--- config.mk ---
export PLATFORM = sky130hd
export DESIGN_NAME = muldiv_hilo_ctrl
export DESIGN_NICKNAME = d
export VERILOG_FILES = /design/src/rtl/muldiv_hilo_ctrl_pkg.sv /design/src/rtl/muldiv_settle_timer.sv /design/src/rtl/muldiv_hilo_ctrl.sv
export SDC_FILE = /design/constraint.sdc
export NUM_CORES = 1
export LEC_CHECK = 0
export CAP_MARGIN = 10
export CORE_AREA = 2 2 139 141
export DETAILED_ROUTE_END_ITERATION = 6
export DIE_AREA = 0 0 141 143
export GPL_ROUTABILITY_DRIVEN = 1
export PLACE_DENSITY = 0.78
export SLEW_MARGIN = 15
export SYNTH_ARGS = -nofsm -noshare
export SYNTH_HDL_FRONTEND = slang
export SYNTH_SLANG_ARGS = --single-unit
--- constraint.sdc ---
create_clock -name clk -period 9 [get_ports clk]
set_input_delay 1.35 -clock clk [delete_from_list [all_inputs] [get_ports clk]]
set_output_delay 1.35 -clock clk [all_outputs]
set_load 0.005 [all_outputs]
--- src/rtl/muldiv_hilo_ctrl_pkg.sv ---
// Shared encodings and defaults for the HI/LO multicycle controller.
package muldiv_hilo_ctrl_pkg;

    localparam int CNT_W            = 4;
    localparam int DEF_DIV_SETTLE   = 4;
    localparam int DEF_MUL_SETTLE   = 2;

    typedef enum logic [1:0] {
        ST_IDLE = 2'd0,
        ST_WAIT = 2'd1,
        ST_DONE = 2'd2
    } state_t;

    typedef enum logic {
        OP_MUL = 1'b0,
        OP_DIV = 1'b1
    } op_t;

endpackage

--- src/rtl/muldiv_settle_timer.sv ---
// Down-counter that measures the settle time of the combinational divider/multiplier.
module muldiv_settle_timer
    import muldiv_hilo_ctrl_pkg::*;
(
    input  logic             clk,
    input  logic             reset,
    input  logic             load,
    input  logic [CNT_W-1:0] load_val,
    input  logic             dec,
    output logic             zero
);

    logic [CNT_W-1:0] count;

    always_ff @(posedge clk or posedge reset) begin
        if (reset) begin
            count <= '0;
        end else if (load) begin
            count <= load_val;
        end else if (dec && (count != '0)) begin
            count <= count - 1'b1;
        end
    end

    assign zero = (count == '0);

endmodule

--- src/rtl/muldiv_hilo_ctrl.sv ---
// Holds operands stable for the divider/multiplier settle time, then captures the
// 64-bit result into HI/LO and signals completion with a busy/done handshake.
module muldiv_hilo_ctrl
    import muldiv_hilo_ctrl_pkg::*;
#(
    parameter int WIDTH      = 32,
    parameter int DIV_SETTLE = DEF_DIV_SETTLE,
    parameter int MUL_SETTLE = DEF_MUL_SETTLE
) (
    input  logic               clk,
    input  logic               reset,
    input  logic               start,
    input  logic               op_div,
    input  logic [WIDTH-1:0]   op_a,
    input  logic [WIDTH-1:0]   op_b,
    output logic [WIDTH-1:0]   opnd_a,
    output logic [WIDTH-1:0]   opnd_b,
    input  logic [2*WIDTH-1:0] div_result,
    input  logic [2*WIDTH-1:0] mul_result,
    input  logic               hi_we,
    input  logic               lo_we,
    input  logic [WIDTH-1:0]   bus_in,
    output logic [WIDTH-1:0]   hi,
    output logic [WIDTH-1:0]   lo,
    output logic               busy,
    output logic               done,
    output logic               div_zero
);

    localparam logic [CNT_W-1:0] DIV_LOAD = CNT_W'(DIV_SETTLE - 1);
    localparam logic [CNT_W-1:0] MUL_LOAD = CNT_W'(MUL_SETTLE - 1);

    state_t             state;
    state_t             state_nxt;
    op_t                op_q;
    logic               accept;
    logic               capture;
    logic               timer_zero;
    logic [CNT_W-1:0]   load_val;
    logic [2*WIDTH-1:0] result;

    assign accept   = (state == ST_IDLE) && start;
    assign capture  = (state == ST_WAIT) && timer_zero;
    assign load_val = op_div ? DIV_LOAD : MUL_LOAD;
    assign result   = (op_q == OP_DIV) ? div_result : mul_result;

    muldiv_settle_timer u_timer (
        .clk      (clk),
        .reset    (reset),
        .load     (accept),
        .load_val (load_val),
        .dec      (state == ST_WAIT),
        .zero     (timer_zero)
    );

    always_ff @(posedge clk or posedge reset) begin
        if (reset) begin
            state <= ST_IDLE;
        end else begin
            state <= state_nxt;
        end
    end

    always_comb begin
        state_nxt = state;
        case (state)
            ST_IDLE: if (start)      state_nxt = ST_WAIT;
            ST_WAIT: if (timer_zero) state_nxt = ST_DONE;
            ST_DONE:                 state_nxt = ST_IDLE;
            default:                 state_nxt = ST_IDLE;
        endcase
    end

    always_comb begin
        busy = (state == ST_WAIT);
        done = (state == ST_DONE);
    end

    // Operands stay frozen from acceptance until the next accepted start.
    always_ff @(posedge clk or posedge reset) begin
        if (reset) begin
            opnd_a <= '0;
            opnd_b <= '0;
            op_q   <= OP_MUL;
        end else if (accept) begin
            opnd_a <= op_a;
            opnd_b <= op_b;
            op_q   <= op_div ? OP_DIV : OP_MUL;
        end
    end

    // A capture on the same edge as a direct write takes priority.
    always_ff @(posedge clk or posedge reset) begin
        if (reset) begin
            hi <= '0;
            lo <= '0;
        end else if (capture) begin
            hi <= result[2*WIDTH-1:WIDTH];
            lo <= result[WIDTH-1:0];
        end else begin
            if (hi_we) hi <= bus_in;
            if (lo_we) lo <= bus_in;
        end
    end

    always_ff @(posedge clk or posedge reset) begin
        if (reset) begin
            div_zero <= 1'b0;
        end else if (accept) begin
            div_zero <= 1'b0;
        end else if (capture && (op_q == OP_DIV)) begin
            div_zero <= (opnd_b == '0);
        end
    end

endmodule

==> flow_summary.json, run 1 <==
{
  "insertion_delay_ns": 0.42,
  "min_path_type": "reg2reg",
  "critical_path_class": "reg2out",
  "critical_path.cell_chain": "nor2b_4 > clkdlybuf4s50_1",
  "cts_buffer_depth": 2,
  "std_cell_rows": 50,
  "cts_hold_buf": 0,
  "grt_pass1_vias": 6060,
  "yosys.area.top_type": "dfrtp_1",
  "yosys.area_share.simple_pct": 19.9,
  "synth_top_family_by_area": "simple AND/OR/NAND/NOR gates",
  "h-tree-depth": 4,
  "p_switching_uw": 1100,
  "clkPwrFrac_pct": 21.8,
  "fp.dieArea_um2": 20200,
  "wire_per_inst_um": 16.9,
  "irDropWorstVdd_mv": 0.161,
  "combPwrFrac_pct": 43.7,
  "dr.pass1.iters": 4,
  "syn_to_final_growth_pct": 67.2,
  "cts-root-buf": "clkbuf_16",
  "finalHoldViolCount": 0,
  "final_area_um2": 10800,
  "drt_iter0_drc": 205,
  "internal_power_uw": 2130,
  "start_kind": "flop",
  "dr_total_vias": 6112,
  "layout.nets": 1242,
  "ant_nets": 0,
  "grtUsageTotal_pct": 20.5,
  "syn-num-nets": 910,
  "worstMarginPinSlew_ns": 1.07,
  "finalSetupTns_ns": 0,
  "fin_crit_sh_pct": 32.8,
  "start_util_pct": 34.7,
  "synthXorXnorAreaFrac_pct": 0.408,
  "ys_ff_latch": 136,
  "path_clk_slew_ns": 0.06,
  "use_met1_pct": 23.3,
  "dp_hpwl_mm": 15.4,
  "drt-total-wl_mm": 21.3,
  "final_cells": 1259,
  "cts_sinks": 136,
  "synth_commonest_cells": "197 x nand2_1, 136 x dfrtp_1, 65 x a21oi_1, 65 x nor2b_1",
  "drive_gt1_share_pct": 4.40,
  "crit_slowest_cell": "clkdlybuf4s50_1",
  "synth_compound_area_share_pct": 12.7,
  "sw_frac_of_total_pct": 34.1,
  "placed_area_um2": 10200,
  "drv_cap": 0,
  "setup_viol": 0,
  "crit_fanout": 5,
  "place_congestion": 0.779,
  "via_per_inst": 4.85,
  "status": "complete, no violations",
  "ys_seq_area_share_pct": 52.8,
  "p_leak_uw": 0.00466,
  "synth_ff_type": "dfrtp_1",
  "synth_area_leaders": "dfrtp_1 53%, nand2_1 11%, mux2i_1 9.9%",
  "synth.most_common_cell": "nand2_1",
  "antenna_found_initial": 3,
  "dieHeight_um": 143,
  "fin_util_pct": 58.0,
  "synth_cell_type_count": 25,
  "grt_setup_unrepaired": "false",
  "cp.required_ns": 7.65,
  "grtUsageMet2_pct": 35.0,
  "finClkSkew_ns": 0.0140,
  "arrival_ns": 1.60,
  "grt.busiest_layer": "met2",
  "dp.cells": 1225,
  "synthesis.area_um2": 6440,
  "grt_max_degree": 102,
  "num_io_pins": 361,
  "fillerInstances": 1640,
  "ys_warn_count": 0,
  "fin_crit_ns": 2.95,
  "core_um2": 18600,
  "synthArstFlopShare_pct": 100,
  "max_stage_delay_ns": 0.58,
  "synth_edf_count": 0,
  "yosys.area.top_type_share_pct": 52.8,
  "port_buffers": 360,
  "power_density_nw_per_um2": 300,
  "cts_tree": "done",
  "drc": 0,
  "holdWs_ns": 0.476,
  "overflow": 0,
  "cts_buffers": 17,
  "seqPwrFrac_pct": 34.5,
  "clock.fmax_mhz": 339,
  "slew_headroom_pct": 28.7,
  "synth_mux_area_share_pct": 10.1,
  "netlist_instances": 678,
  "synthAdderAreaFrac_pct": 0.389,
  "critPathCaptureType": "output pin",
  "grt_first_pass_wirelength_mm": 32.0,
  "die_w_um": 141,
  "post_cts_buffers": 0,
  "use_met3_pct": 7.18,
  "syn_avg_cell_area_um2": 9.50,
  "drv_slew": 0,
  "cts_resized": 0
}
routing by layer:
layer / wire [µm] / share of wire (%)
met2: 10400 / 49
met4: 609 / 2.9
met1: 8560 / 40
met3: 1720 / 8.0
met5: 8 / 0.038
through the flow:
step / total power [µW] / setup WS (ns)
floorplan: 1680 / 4.01
global placement: 2510 / 5.75
detailed placement: 2550 / 5.73
CTS: 3270 / 6.01
global route: 3440 / 5.97
finish: 3230 / 6.05
sequential cells by signal, indices dropped and copies added (netlist names):
name           count
div_zero           1
hi                32
lo                32
op_q               1
opnd_a            32
opnd_b            32
state              2
u_timer.count      4
power by group through the flow:
stage	Combinational, µW	Clock (µW)	Sequential (µW)
2_1_floorplan	577	0	1110
3_3_place_gp	1400	0	1110
3_5_place_dp	1430	0	1120
4_1_cts	1430	718	1110
5_1_grt	1550	745	1150
6_report	1410	704	1110
cell families (layout without fill, tap and decap cells):
logic type               after synthesis  count (layout)
AO/OA/AOI/OAI                        132             132
XOR/XNOR                               3               3
adder cells (fa/ha/maj)                2               2
buffers and inverters                 56             401
flip-flops                           136             136
multiplexers                          65              65
other                                  0               2
AND/OR/NAND/NOR                      284             284
final timing paths:
path / from / to / slack, ns / depth (start not counted)
worst max-delay path: state[1] / busy / 6.05 / 2
worst min-delay path: opnd_a[12] / opnd_a[12] / 0.48 / 2
worst max register to register: u_timer.count[0] / div_zero / 6.34 / 6
worst min register to register: opnd_a[12] / opnd_a[12] / 0.48 / 2
max in group asynchronous: reset / opnd_a[18] / 6.24 / 3
min in group asynchronous: reset / opnd_a[4] / 1.40 / 2
placed cells by master, fill, tap and decap left out, types with 3 or more instances in the layout:
cell	n
nor4_1	8
clkbuf_16	17
a211oi_1	64
a21oi_1	65
mux2i_1	64
dfrtp_1	135
inv_1	4
o21ai_0	3
clkdlybuf4s50_1	358
buf_4	4
inv_6	6
nor2_1	4
nor2b_1	65
nand2_1	196
worst max-delay path: cells and delay by family, from the launching register on:
family,cells,cell delay (ns)
flip-flops,1,0.41
buffers and inverters,1,0.58
AND/OR/NAND/NOR,1,0.20
cell type report:
cell class	instances	area, µm²	share of cell area, %
Tap cell	234	293	2.72
Antenna cell	2	5.00	0.0465
Multi-Input combinational cell	486	2830	26.2
Clock buffer	18	429	3.98
Inverter	5	23.8	0.221
Sequential cell	136	3410	31.6
Clock inverter	14	164	1.52
Timing Repair Buffer	364	3620	33.6
Power figures use the tool's default switching activity.
==> run 2: changes to the inputs <==
- CORE_AREA: 2 2 139 141 -> not set
- CORE_MARGIN: not set -> 2
- CORE_UTILIZATION: not set -> 35
- DIE_AREA: 0 0 141 143 -> not set
- PLACE_DENSITY: 0.78 -> 0.82
- clock period: 9 -> 2.68 ns (I/O delays scaled with it)
==> run 2 against run 1 <==
  * Sequential power grew to 3.4 times the previous value
  * Via count grew 1.3%
  * Setup slack lost 5.4 ns
  * Final area grew 1.3%
  * Die area shrank 3.3%
  * Global-route usage grew 1.6 points
  * Hold slack lost 0.082 ns
  * Critical endpoint unchanged
==> flow_summary.json, run 2 (synthesis gave the netlist of run 1 again) <==
{
  "dr_total_vias": 6191,
  "cts-root-buf": "clkbuf_16",
  "insertion_delay_ns": 0.42,
  "finClkSkew_ns": 0.0109,
  "fp.dieArea_um2": 19500,
  "placed_area_um2": 10300,
  "cts_buffer_depth": 2,
  "min_path_type": "in2async",
  "start_kind": "flop",
  "post_cts_buffers": 0,
  "drc": 0,
  "die_w_um": 140,
  "layout_commonest_cell": "clkdlybuf4s50_1",
  "num_io_pins": 361,
  "clock.fmax_mhz": 498,
  "syn_to_final_growth_pct": 69.5,
  "drv_cap": 0,
  "grt_setup_unrepaired": "false",
  "irDropWorstVdd_mv": 0.590,
  "slew_headroom_pct": 61.0,
  "grtUsageTotal_pct": 22.0,
  "drive_gt1_share_pct": 5.24,
  "fillerInstances": 1526,
  "grt_first_pass_wirelength_mm": 33.9,
  "wire_per_inst_um": 17.3,
  "critical_path.cell_chain": "nor2b_4 > clkdlybuf4s50_1",
  "fin_crit_sh_pct": 74.9,
  "max_stage_delay_ns": 0.58,
  "p_leak_uw": 0.00472,
  "path_clk_slew_ns": 0.06,
  "overflow": 0,
  "crit_slowest_cell": "clkdlybuf4s50_1",
  "dp_hpwl_mm": 16.1,
  "cts_tree": "done",
  "cts_buffers": 17,
  "layout.nets": 1250,
  "cp.required_ns": 2.28,
  "final_area_um2": 10900,
  "core_um2": 18000,
  "h-tree-depth": 4,
  "status": "complete, no violations",
  "antenna_found_initial": 2,
  "std_cell_rows": 49,
  "cts_hold_buf": 0,
  "arrival_ns": 1.60,
  "drv_slew": 0,
  "setup_viol": 0,
  "cts_resized": 0,
  "finalHoldViolCount": 0,
  "critical_path_class": "reg2out",
  "dr.pass1.iters": 4,
  "grt_pass1_vias": 6244,
  "drt_iter0_drc": 307,
  "crit_fanout": 5,
  "ff_latch_area_um2": 3410,
  "worstMarginPinSlew_ns": 0.583,
  "layout_common_cells": "358 x clkdlybuf4s50_1, 196 x nand2_1, 135 x dfrtp_1",
  "port_buffers": 360,
  "place_congestion": 0.786,
  "drt-total-wl_mm": 21.8,
  "cts_sinks": 136,
  "power_density_nw_per_um2": 999,
  "multi_input_area_um2": 2820,
  "finalSetupTns_ns": 0,
  "critPathCaptureType": "output pin",
  "ant_nets": 0,
  "dieHeight_um": 140,
  "grt_max_degree": 62,
  "fin_util_pct": 60.6,
  "via_per_inst": 4.91,
  "fin_crit_ns": 2.01,
  "start_util_pct": 35.7
}
-- run 2: routing by layer --
layer  GRT usage, %  part of all wire, %  vias up
met3           6.71                  7.5       40
met2           36.8                   48      258
met4           7.89                  2.5        0
li1               -                    -     3008
met1           27.1                   42     2885
met5              0                    0        -
-- run 2: worst paths after layout --
kind,start,to,slack (ns),cells after the start
max,state[1],busy,0.67,2
min reg2reg,opnd_a[16],opnd_a[16],0.47,2
min,reset,opnd_b[3],0.39,2
min in group clk,opnd_a[16],opnd_a[16],0.47,2
max in group asynchronous,reset,lo[18],1.61,3
max reg2reg,u_timer.count[0],u_timer.count[1],0.75,6
-- run 2: layout make-up --
cell class / count / share of cell area [%]
Antenna cell: 2 / 0.0459
Tap cell: 229 / 2.62
Sequential cell: 136 / 31.2
Timing Repair Buffer: 372 / 34.8
Inverter: 5 / 0.206
Multi-Input combinational cell: 486 / 25.8
Clock buffer: 18 / 4.02
Clock inverter: 14 / 1.27
-- run 2: metrics by stage --
stage | hold slack, ns | setup WS, ns | power, µW | cells
after floorplan | 0.470 | 0.585 | 5660 | 678
after global placement | 0.458 | 0.794 | 8500 | 1228
after detailed placement | 0.462 | 0.728 | 8650 | 1228
after CTS | 0.397 | 0.639 | 11000 | 1260
after global routing | 0.430 | 0.591 | 11600 | 1262
final | 0.394 | 0.673 | 10900 | 1262
-- run 2: critical path: cells and delay by family, from the launching register on --
family | cells | cell delay [ns]
DFF | 1 | 0.42
buffers and inverters | 1 | 0.58
and+or+nand+nor | 1 | 0.20
-- run 2: where the power goes --
part | total (µW) | switching (µW) | internal [µW] | leakage [µW]
logic | 4830 | 2050 | 2780 | 0.00282
registers | 3770 | 708 | 3060 | 0.00163
clock network | 2300 | 978 | 1320 | 0.000276
